## config.mk

```make
export PLATFORM = sky130hd
export DESIGN_NAME = mux_scan
export DESIGN_NICKNAME = d
export VERILOG_FILES = /design/src/rtl/mux_scan.sv
export SDC_FILE = /design/constraint.sdc
export NUM_CORES = 1
export LEC_CHECK = 0
export ABC_AREA = 1
export CAP_MARGIN = 25
export CORE_MARGIN = 10
export CORE_UTILIZATION = 45
export DETAILED_ROUTE_END_ITERATION = 7
export PLACE_DENSITY = 0.89
export SLEW_MARGIN = 0
export SYNTH_ARGS = -nofsm -noshare
export SYNTH_HDL_FRONTEND = slang
export SYNTH_SLANG_ARGS = --single-unit
```

## constraint.sdc

```tcl
create_clock -name clk -period 2.2 [get_ports clk]
set_clock_uncertainty 0.1 [all_clocks]
set_input_delay 0.44 -clock clk [delete_from_list [all_inputs] [get_ports clk]]
set_output_delay 0.44 -clock clk [all_outputs]
set_load 0.1 [all_outputs]
```

## src/rtl/mux_scan.sv

```systemverilog
// -----------------------------------------------------------------------------
// mux_scan
// Registered NUM_CH:1 multiplexer feeding the convolution datapath with feature
// or tap data. In manual mode the channel comes straight from `sel`; in auto
// mode an internal sequencer walks the channels enabled in `mask`, staying
// DWELL cycles on each one and pulsing `wrap` whenever a sweep starts over.
//
// Ports
//   clk        rising-edge clock
//   rst_n      asynchronous active-low reset
//   en         enable; 0 pauses the block (valid drops, everything else holds)
//   mode       0 = manual select, 1 = auto scan
//   sel        channel index used in manual mode
//   mask       per-channel enable used in auto mode (bit i = channel i)
//   d          packed channel data, channel i = d[i*WIDTH +: WIDTH]
//   out        registered data of channel cur_sel
//   out_valid  out holds valid channel data
//   cur_sel    channel index currently driving out
//   wrap       one-cycle pulse when the auto sweep wraps around
// -----------------------------------------------------------------------------
module mux_scan #(
  parameter  int NUM_CH = 8,
  parameter  int WIDTH  = 8,
  parameter  int DWELL  = 4,
  localparam int SEL_W  = $clog2(NUM_CH)
) (
  input  logic                    clk,
  input  logic                    rst_n,
  input  logic                    en,
  input  logic                    mode,
  input  logic [SEL_W-1:0]        sel,
  input  logic [NUM_CH-1:0]       mask,
  input  logic [NUM_CH*WIDTH-1:0] d,
  output logic [WIDTH-1:0]        out,
  output logic                    out_valid,
  output logic [SEL_W-1:0]        cur_sel,
  output logic                    wrap
);

  // A dwell of one cycle still needs a 1-bit counter so the vector is legal.
  localparam int CNT_W = (DWELL > 1) ? $clog2(DWELL) : 1;
  // Every SEL_W-bit index has a slot, so indexing never leaves the array even
  // when NUM_CH is not a power of two.
  localparam int EXT_N = 1 << SEL_W;
  localparam logic [CNT_W-1:0] CNT_LAST = CNT_W'(DWELL - 1);

  typedef enum logic [1:0] {
    ST_IDLE  = 2'd0,
    ST_ENTRY = 2'd1,
    ST_SCAN  = 2'd2
  } state_t;

  state_t              state_q, state_d;
  logic [CNT_W-1:0]    cnt_q, cnt_d;
  logic [SEL_W-1:0]    sel_q, sel_d;
  logic [WIDTH-1:0]    out_q, out_d;
  logic                valid_q, valid_d;
  logic                wrap_q, wrap_d;

  logic [EXT_N-1:0]    mask_ext_s;
  logic [EXT_N-1:0]    exist_ext_s;
  logic [WIDTH-1:0]    d_arr_s [EXT_N];
  logic                mask_any_s;
  logic [SEL_W-1:0]    low_s;
  logic [SEL_W-1:0]    nxt_s;

  // Lowest-indexed set bit of m (0 when m is empty).
  function automatic logic [SEL_W-1:0] lowest_set(input logic [EXT_N-1:0] m);
    logic [SEL_W-1:0] res;
    res = '0;
    for (int i = EXT_N - 1; i >= 0; i--) begin
      if (m[i]) res = SEL_W'(i);
    end
    return res;
  endfunction

  // Next set bit strictly above cur, falling back to the lowest set bit.
  // With a single set bit equal to cur this returns cur itself.
  function automatic logic [SEL_W-1:0] next_set(input logic [EXT_N-1:0] m,
                                                input logic [SEL_W-1:0] cur);
    logic [SEL_W-1:0] res;
    logic             found;
    res   = lowest_set(m);
    found = 1'b0;
    for (int i = 0; i < EXT_N; i++) begin
      if (!found && m[i] && (SEL_W'(i) > cur)) begin
        res   = SEL_W'(i);
        found = 1'b1;
      end
    end
    return res;
  endfunction

  // Unpack the data bus and widen mask/channel-exists vectors to EXT_N slots.
  always_comb begin
    mask_ext_s  = '0;
    exist_ext_s = '0;
    for (int i = 0; i < EXT_N; i++) begin
      d_arr_s[i] = '0;
    end
    for (int i = 0; i < NUM_CH; i++) begin
      mask_ext_s[i]  = mask[i];
      exist_ext_s[i] = 1'b1;
      d_arr_s[i]     = d[i*WIDTH +: WIDTH];
    end
  end

  // Channel-search helpers used by the sequencer.
  always_comb begin
    mask_any_s = |mask_ext_s;
    low_s      = lowest_set(mask_ext_s);
    nxt_s      = next_set(mask_ext_s, sel_q);
  end

  // Next-state and next-output logic for both manual and auto modes.
  always_comb begin
    state_d = state_q;
    cnt_d   = cnt_q;
    sel_d   = sel_q;
    out_d   = out_q;
    valid_d = 1'b0;
    wrap_d  = 1'b0;

    if (!en) begin
      // Pause: only the valid flag drops.
      valid_d = 1'b0;
    end else if (!mode) begin
      state_d = ST_IDLE;
      sel_d   = sel;
      cnt_d   = '0;
      if (exist_ext_s[sel]) begin
        out_d   = d_arr_s[sel];
        valid_d = 1'b1;
      end else begin
        out_d   = '0;
        valid_d = 1'b0;
      end
    end else begin
      case (state_q)
        ST_IDLE: begin
          state_d = ST_ENTRY;
        end
        ST_ENTRY: begin
          cnt_d   = '0;
          state_d = ST_SCAN;
          // Preload the first channel's data so out already matches cur_sel.
          if (mask_any_s) begin
            sel_d = low_s;
            out_d = d_arr_s[low_s];
          end else begin
            sel_d = sel_q;
          end
        end
        ST_SCAN: begin
          if (cnt_q == CNT_LAST) begin
            cnt_d = '0;
            if (mask_any_s) begin
              sel_d  = nxt_s;
              wrap_d = (nxt_s <= sel_q);
            end else begin
              sel_d = sel_q;
            end
          end else begin
            cnt_d = cnt_q + CNT_W'(1);
          end
          // out is taken from the channel that cur_sel will show, so the two
          // outputs always describe the same channel.
          if (mask_any_s) begin
            out_d   = d_arr_s[sel_d];
            valid_d = mask_ext_s[sel_d];
          end else begin
            out_d   = out_q;
            valid_d = 1'b0;
          end
        end
        default: begin
          state_d = ST_IDLE;
        end
      endcase
    end
  end

  // State and output registers.
  always_ff @(posedge clk or negedge rst_n) begin
    if (!rst_n) begin
      state_q <= ST_IDLE;
      cnt_q   <= '0;
      sel_q   <= '0;
      out_q   <= '0;
      valid_q <= 1'b0;
      wrap_q  <= 1'b0;
    end else begin
      state_q <= state_d;
      cnt_q   <= cnt_d;
      sel_q   <= sel_d;
      out_q   <= out_d;
      valid_q <= valid_d;
      wrap_q  <= wrap_d;
    end
  end

  assign out       = out_q;
  assign out_valid = valid_q;
  assign cur_sel   = sel_q;
  assign wrap      = wrap_q;

endmodule

```

==> reports/metrics.yaml <==
outcome:
  outcome: "finished, violations left"
  violations: "negative setup slack"
yosys:
  async_flop_share_pct: 100.0
  synth_seq_cells: 17
  avgSynthCellArea_um2: 5.575
  synth_nets: 689
  seq_area_frac_synth_pct: 12.59
  synth_ff_type: "dfrtp_1"
  syn_area_um2: 3378
  synth_edf_count: 0
  ys_warn_count: 0
  ys_types: 42
  syn_inst: 606
setup_path:
  path_class: "reg -> reg"
  r2r_start: "cur_sel[0]$_DFFE_PN0P_"
  critPathLaunchType: "flip-flop"
  cp_slowest_cell: "dfrtp_4"
  critPathMaxStageDelay_ns: 0.50
  required_ns: 2.25
  cp-end-kind: "flip-flop"
  path_cells: "nor2_4, nand3_2, nand3_4, nor2_4, nor2_4, nand3_2, nand3_4, nand2_4, buf_4, a21oi_1, o21ai_0, nand3_1, nand3_1, nand2_1, inv_1"
  path_max_fanout: 8
  cp.arrival_ns: 2.59
  r2r_slack_ns: -0.34
  r2r_end: "out_valid$_DFF_PN0_"
  r2r.worst_path.cells: 15
  path_common_cell: "nor2_4"
sta:
  worstMarginPinSlew_ns: 0.5834
  slew_headroom_pct: 60.69
  rsz0062_at_grt: "yes"
  fin_ws_ns: -0.3400
  fin_setup_tns_ns: -2.860
  hold_viol: 0
  maxSlewViolCount: 0
  period_minus_slack_ns: 2.540
  period_share_pct: 115.5
  finalSetupViolCount: 13
  fmax_mhz: 393.7
floorplan:
  io_pins: 92
  chipWidth_um: 106.6
  dieHeight_um: 106.6
  start_util_pct: 46.33
  coreArea_um2: 7292
  die_area_um2: 11370
  rows: 31
drt:
  routed_wl_um: 16130
  viasPerCell: 6.002
  first_pass_iters: 6
  routedWlPerCell_um: 18.95
  vias: 5108
  drt_iter0_markers: 601
  drc_errors: 0
  ant_nets: 0
grt:
  grt_overflow: 0
  grt_max_degree: 38
  grt_pass1_vias: 5135
  antenna_found_initial: 0
  grt_pass1_wl_um: 25410
  grtUsageTotal_pct: 27.16
placement:
  portBuffers: 91
  dp_slack_ns: -0.7104
  dp_hpwl_um: 11310
  gp_congestion: 0.9796
cts:
  cts_max_level: 1
  cts_buffers: 3
  clock_latency_ns: 0.25
  ctsHoldBuffers: 0
  clockBufferDepth: 2
  cts.sinks: 17
  root_buffer: "clkbuf_8"
  cts_tree: "built"
  clk_pin_slew_ns: 0.08
power:
  power_density_nw_per_um2: 627.7
  p_leak_nw: 2.504
  peakVddDrop_uv: 302.2
worst_hold_path:
  hp-class: "in -> async"
cells_and_area:
  fillCellCount: 617
  drive_above_1_share_pct: 22.74
  multiInputGateArea_um2: 2542
  antennaDiodeCount: 0
  num-nets-final: 836
  fin_util_pct: 71.40
  area_growth_pct: 54.11
  ff_latch_area_um2: 436.7
flow_run:
  drv_cap: 0
-- state kept, by name, indices dropped and copies added, names as in the netlist --
name / flops
cnt_q: 2
state_q: 2
out: 8
cur_sel: 3
wrap: 1
out_valid: 1
-- layer usage --
layer  vias up  GRT usage (%)  wire (um)
met3       113          7.126       1729
met4         0          19.73       1278
met2       388          45.48       7426
met5         -              0          0
li1       2331              -          -
met1      2276          29.08       5691
-- power by group --
part / total [mW] / switching, mW / internal (mW)
registers: 0.450 / 0.0656 / 0.385
logic: 2.57 / 1.58 / 0.999
clock network: 0.244 / 0.115 / 0.129
total: 3.27 / 1.76 / 1.51
-- cells by family (layout without fill, tap and decap cells) --
family,Yosys count,in the layout,share of synthesized area (%)
and+or+nand+nor,282,282,39.22
AOI/OAI and AO/OA,178,178,30.63
buffers and inverters,125,271,16.07
DFF,17,17,12.59
adders and majority gates,4,4,1.482
-- through the flow --
| step | instance area, um^2 | total power, mW | hold WS [ns] | std cells |
|---|---|---|---|---|
| after floorplan | 3421 | 1.882 | 0.04441 | 606 |
| after global placement | 4862 | 2.594 | 0.3761 | 830 |
| after detailed placement | 4862 | 2.647 | 0.3986 | 830 |
| after CTS | 5200 | 3.134 | 0.4111 | 852 |
| after global routing | 5206 | 3.431 | 0.4216 | 851 |
| final | 5206 | 3.268 | 0.4013 | 851 |
-- cell usage after synthesis (2+ instances only) --
master    count  share of area, %
a211oi_1      2              0.44
a21oi_1      57               8.4
a21oi_2       3              0.78
a221oi_1      8               2.1
a22oi_1       3              0.67
buf_2        15               2.2
buf_6         4               1.3
clkbuf_1     13               1.4
clkinv_1     10               1.1
dfrtp_1      17                13
ha_1          4               1.5
inv_1        74               8.2
inv_2         5              0.56
nand2_1     140                16
nand2_2       6               1.1
nand3_1      78                12
nand3_2       7               2.1
nand3_4       2               1.0
nor2_1       34               3.8
nor2_2        4              0.74
nor2_4        4               1.3
nor3_1        2              0.30
o211ai_1     11               2.4
o21ai_0      69                10
o21ai_1       2              0.30
o22ai_1      15               2.8
o31ai_1       2              0.44
-- placed cells by master, fill, tap and decap left out, types with 6 or more instances in the layout --
cell type / netlist / layout
clkdlybuf4s50_1: 0 / 70
nand3_2: 7 / 10
nand3_1: 78 / 73
o21ai_0: 69 / 67
inv_2: 5 / 7
buf_12: 0 / 12
clkinv_1: 10 / 10
dlygate4sd2_1: 0 / 6
o211ai_1: 11 / 11
a21oi_1: 57 / 55
nor2_1: 34 / 33
nand2_1: 140 / 131
a221oi_1: 8 / 8
buf_4: 1 / 81
o22ai_1: 15 / 15
nand2_2: 6 / 14
inv_1: 74 / 71
dfrtp_1: 17 / 14
-- timing repair --
item                                    CTS  global route
hold endpoints to repair                  0             0
gates resized for setup                  41             8
endpoints found under the setup margin   13            13
pin swaps                                23             1
gates cloned                              2             0
buffers inserted                         16             1
-- worst max path at each step --
stage,startpoint,slack [ns],end,cells past startpoint
floorplan,cur_sel[0]$_DFFE_PN0P_,-0.07,out[5]$_DFFE_PN0P_,18
global placement,mask[6],-0.65,out[2]$_DFFE_PN0P_,18
detailed placement,mask[7],-0.71,out[7]$_DFFE_PN0P_,18
CTS,cur_sel[0]$_DFFE_PN0P_,-0.23,out[6]$_DFFE_PN0P_,18
global route,cur_sel[0]$_DFFE_PN0P_,-0.45,out[7]$_DFFE_PN0P_,17
finish,cur_sel[0]$_DFFE_PN0P_,-0.34,out_valid$_DFF_PN0_,15
-- worst max-delay path: cells and delay by family, from the launching register on --
kind                   cells  cell delay, ns
flip-flops                 1            0.50
AO/OA/AOI/OAI              2            0.26
AND/OR/NAND/NOR           11            1.36
buffers and inverters      2            0.21
-- layout make-up --
cell class,instances,share of cell area (%)
clock buffers,4,0.8652
repair buffers,178,33.07
inverters,89,6.465
multi-input cells,464,48.83
well taps,99,2.379
flip-flops and latches,17,8.387
(Power assumes the default switching activity.)
